<file path="src/rtl/rom_fetch_unit.sv">
// Fetch-side initiator for a synchronous-read instruction ROM: owns the fetch PC,
// hides the one-cycle read latency and buffers address-tagged bytes for decode.
module rom_fetch_unit #(
  parameter int unsigned ADDR_WIDTH = 8,
  parameter int unsigned DATA_WIDTH = 8,
  parameter int unsigned FIFO_DEPTH = 4
) (
  input  logic                          CLK,
  input  logic                          RESET,
  input  logic                          FETCH_EN,
  input  logic                          JUMP,
  input  logic [ADDR_WIDTH-1:0]         JUMP_ADDR,
  output logic [ADDR_WIDTH-1:0]         ROM_ADDR,
  input  logic [DATA_WIDTH-1:0]         ROM_DATA,
  output logic [DATA_WIDTH-1:0]         INSTR,
  output logic [ADDR_WIDTH-1:0]         INSTR_ADDR,
  output logic                          INSTR_VALID,
  input  logic                          INSTR_READY,
  output logic [$clog2(FIFO_DEPTH):0]   COUNT
);

  localparam int unsigned PTR_W = $clog2(FIFO_DEPTH);
  localparam int unsigned CNT_W = PTR_W + 1;
  localparam int unsigned SUM_W = CNT_W + 1;

  logic [ADDR_WIDTH-1:0] pc;
  logic                  inflight;
  logic [ADDR_WIDTH-1:0] inflight_addr;

  logic [PTR_W-1:0]      wr_ptr;
  logic [PTR_W-1:0]      rd_ptr;
  logic [CNT_W-1:0]      count;
  logic [DATA_WIDTH-1:0] mem_data [FIFO_DEPTH];
  logic [ADDR_WIDTH-1:0] mem_addr [FIFO_DEPTH];

  logic [SUM_W-1:0]      occupancy_c;
  logic                  issue_c;
  logic                  push_c;
  logic                  pop_c;

  // Credit check counts the inflight read so a returning byte always has a slot;
  // a same-cycle pop is deliberately not credited.
  always_comb begin
    occupancy_c = SUM_W'(count) + SUM_W'(inflight);
    issue_c     = FETCH_EN & ~JUMP & (occupancy_c < SUM_W'(FIFO_DEPTH));
    push_c      = inflight & ~JUMP;
    pop_c       = (count != '0) & INSTR_READY & ~JUMP;
  end

  // Fetch PC and the one-deep record of the read currently in the ROM.
  always_ff @(posedge CLK or posedge RESET) begin
    if (RESET) begin
      pc            <= '0;
      inflight      <= 1'b0;
      inflight_addr <= '0;
    end else if (JUMP) begin
      pc       <= JUMP_ADDR;
      inflight <= 1'b0;
    end else begin
      inflight <= issue_c;
      if (issue_c) begin
        pc            <= pc + ADDR_WIDTH'(1);
        inflight_addr <= pc;
      end
    end
  end

  // Tagged byte buffer; a redirect empties it by rewinding the pointers.
  always_ff @(posedge CLK or posedge RESET) begin
    if (RESET) begin
      wr_ptr <= '0;
      rd_ptr <= '0;
      count  <= '0;
      for (int i = 0; i < int'(FIFO_DEPTH); i++) begin
        mem_data[i] <= '0;
        mem_addr[i] <= '0;
      end
    end else if (JUMP) begin
      wr_ptr <= '0;
      rd_ptr <= '0;
      count  <= '0;
    end else begin
      if (push_c) begin
        mem_data[wr_ptr] <= ROM_DATA;
        mem_addr[wr_ptr] <= inflight_addr;
        wr_ptr           <= wr_ptr + PTR_W'(1);
      end
      if (pop_c) begin
        rd_ptr <= rd_ptr + PTR_W'(1);
      end
      case ({push_c, pop_c})
        2'b10:   count <= count + CNT_W'(1);
        2'b01:   count <= count - CNT_W'(1);
        default: count <= count;
      endcase
    end
  end

  assign ROM_ADDR    = pc;
  assign INSTR       = mem_data[rd_ptr];
  assign INSTR_ADDR  = mem_addr[rd_ptr];
  assign INSTR_VALID = (count != '0);
  assign COUNT       = count;

endmodule

</file>
<file path="config.mk">
export PLATFORM = sky130hd
export DESIGN_NAME = rom_fetch_unit
export DESIGN_NICKNAME = d
export VERILOG_FILES = /design/src/rtl/rom_fetch_unit.sv
export SDC_FILE = /design/constraint.sdc
export NUM_CORES = 1
export LEC_CHECK = 0
export BUFFER_PORTS_ARGS = -buffer_cell sky130_fd_sc_hd__buf_4
export CAP_MARGIN = 5
export CORE_MARGIN = 1.5
export CORE_UTILIZATION = 40
export DETAILED_ROUTE_END_ITERATION = 7
export GPL_ROUTABILITY_DRIVEN = 1
export REMOVE_ABC_BUFFERS = 1
export SYNTH_ARGS = -nofsm -noshare
export SYNTH_HDL_FRONTEND = slang
export SYNTH_SLANG_ARGS = --single-unit
</file>
<file path="constraint.sdc">
create_clock -name CLK -period 5.8 [get_ports CLK]
set_input_delay 0.58 -clock CLK [delete_from_list [all_inputs] [get_ports CLK]]
set_output_delay 0.58 -clock CLK [all_outputs]
set_load 0.01 [all_outputs]
</file>
==> results.yml <==
status:
  status: "finished clean"
power:
  ir_drop_uv: 245
  leakage_nw: 2.34
  switchingPower_uw: 630
  clkPwrFrac_pct: 18.8
  p_seq_share_pct: 47.6
  intPower_mw: 1.39
  p_sw_share_pct: 31.2
  pwr-share-comb_pct: 33.7
  p_per_area_nw_per_um2: 418
grt:
  grt_pass1_vias: 2396
  antenna_found_initial: 0
  grt_pass1_wl_mm: 13.1
  grt_max_degree: 89
  grt_usage_pct: 15.3
  grt_overflow_total: 0
sta:
  fin_crit_sh_pct: 49.0
  skew_ns: 0.00803
  worst_slack_ns: 2.96
  fmax_mhz: 352
  tns_ns: 0
  maxSlewHeadroom_pct: 23.3
  rsz0062_at_grt: "false"
  tightest_slew_ns: 1.15
  hold_violations: 0
  finalSetupViolCount: 0
  slew_viol_final: 0
  min_period_ns: 2.84
clock_tree:
  cts_tree: "built"
  insertion_delay_ns: 0.36
  numCtsBuffers: 9
  cts_buffer_depth: 2
  cts-root-buf: "clkbuf_8"
  cts_resized: 0
  htree_levels: 3
  hold_buffers: 0
  clock-sinks: 88
  clkTransAtPathRegs_ns: 0.08
  post_cts_buffers: 0
floorplanning:
  initial_core_util_pct: 41.3
  boundaryPins: 49
  rows: 37
  dieWidth_um: 106
  fp.dieArea_sq_um: 11300
  core_area_sq_um: 10300
  die_y_um: 106
min_path:
  hold_end: "ROM_ADDR[2]"
  hold_path_class: "in -> reg"
  hold_depth: 3
  hold_start: "JUMP_ADDR[2]"
worst_setup_path:
  start_kind: "register"
  regToRegSetupSlack_ns: 3.54
  worstRegToRegCells: 7
  critPathArrivalTime_ns: 2.26
  r2r_start: "COUNT[0]"
  path_class: "reg -> out"
  crit_fanout: 18
  cp-end-kind: "output port"
  r2r-end: "COUNT[2]"
  worstPathRequired_ns: 5.22
finish:
  multi_input_area_sq_um: 1880
  area_delta_synth_final_pct: 13.1
  stdcell_count: 458
  diodes: 0
  final_cell_mix: "dfrtp_1 (88), buf_4 (49), mux2_4 (40), mux2_2 (28), mux4_2 (16)"
  post-route-util_pct: 46.7
  layout-drive-gt1-share_pct: 49.4
  final_common_cell: "dfrtp_1"
  final_cell_area_sq_um: 4820
  nFillCells: 920
  fin_nets: 344
  register_area_sq_um: 2200
drt:
  wl_per_cell_um: 17.2
  drt_iter0_markers: 86
  ant_nets: 0
  vias_per_cell: 5.12
  vias: 2344
  drc: 0
  first_pass_iters: 4
  routed_wirelength_mm: 7.88
place:
  dpl_cell_area_sq_um: 4650
  dp_hpwl_mm: 5.00
  gp_congestion: 0.787
  io_buffers: 48
  place_inst: 442
  dp_slack_ns: 3.27
yosys:
  yosysSeqAreaShare_pct: 51.6
  ys_ff_latch: 88
  netlist_instances: 271
  syn_area_per_cell_sq_um: 15.7
  syn_area_sq_um: 4260
  ys_types: 42
  synth_edf_count: 0
  synth-main-ff-cell: "dfrtp_1"
  yosys_warnings: 0
  synthArstFlopShare_pct: 100
job:
  drv_cap: 0
[sequential cells by signal, summed over array words and instances, names as in the netlist]
name and flops:
inflight_addr 8, inflight 1, ROM_ADDR 8, mem_addr 32, mem_data 32, COUNT 3, rd_ptr 2, wr_ptr 2
[metal layers]
metal	vias up	part of all wire, %	GRT usage (%)
li1	1083	-	-
met1	1180	48	22.3
met2	68	45	21.6
met3	13	4.7	3.74
met4	0	2.0	6.56
met5	-	0	0
[cell usage after synthesis (all sizes together), types with 2 or more instances]
cell type,n,area (sq um)
dfrtp,88,2200
mux2,68,916
nand2,18,133
mux4,16,360
buf,13,150
nor2,8,30.0
inv,7,26.3
ha,5,62.6
o21ai,4,20.0
xnor2,4,35.0
a221o,3,30.0
a311o,3,30.0
and3,3,18.8
mux2i,3,30.0
nand3,3,20.0
nor3,3,20.0
a21o,2,15.0
a32oi,2,17.5
and2,2,12.5
nor2b,2,20.0
nor3b,2,15.0
xor2,2,17.5
[stage by stage]
| step | hold slack, ns | power (mW) |
|---|---|---|
| floorplan | 0.474 | 1.39 |
| finish | 0.428 | 2.02 |
| detailed placement | 0.493 | 1.66 |
| global route | 0.428 | 2.15 |
| CTS | 0.409 | 2.04 |
| global placement | 0.483 | 1.64 |
[cells by family after synthesis]
group / after synthesis / share of synthesized area (%)
simple gates: 44 / 6.81
flops: 88 / 51.6
mux: 87 / 30.6
fa+ha+maj: 6 / 1.94
buf+inv: 21 / 4.23
xor+xnor: 6 / 1.23
compound gates: 19 / 3.52
[worst max-delay path by stage]
stage,startpoint,to,slack [ns],cells past startpoint
floorplan,RESET,COUNT[0],2.94,1
global placement,rd_ptr[0],INSTR_ADDR[4],3.36,2
detailed placement,rd_ptr[0],INSTR_ADDR[4],3.27,2
CTS,rd_ptr[0],INSTR_ADDR[4],2.86,2
global route,rd_ptr[0],INSTR_ADDR[4],2.77,2
finish,rd_ptr[0],INSTR_ADDR[4],2.96,2
[layout make-up]
type / instances / share of cell area, %
inverter: 7 / 0.571
tap: 136 / 3.53
sequential: 88 / 45.7
clock buffer: 10 / 2.65
multi-input combinational: 162 / 39.0
clock inverter: 6 / 0.934
timing repair buffer: 49 / 7.63
[worst max-delay path, stage by stage, from the launching register on]
cell,delay [ns]
dfrtp_1,1.11
mux4_2,0.63
buf_4,0.16
[power by group through the flow]
stage          Combinational [mW]  Clock [mW]  Sequential [mW]
2_1_floorplan               0.472           0            0.918
3_3_place_gp                0.670           0            0.972
3_5_place_dp                0.685           0            0.975
4_1_cts                     0.688       0.392            0.964
5_1_grt                     0.733       0.422            0.991
6_report                    0.679       0.378            0.960
No activity file was read; power rests on OpenSTA's default activity.
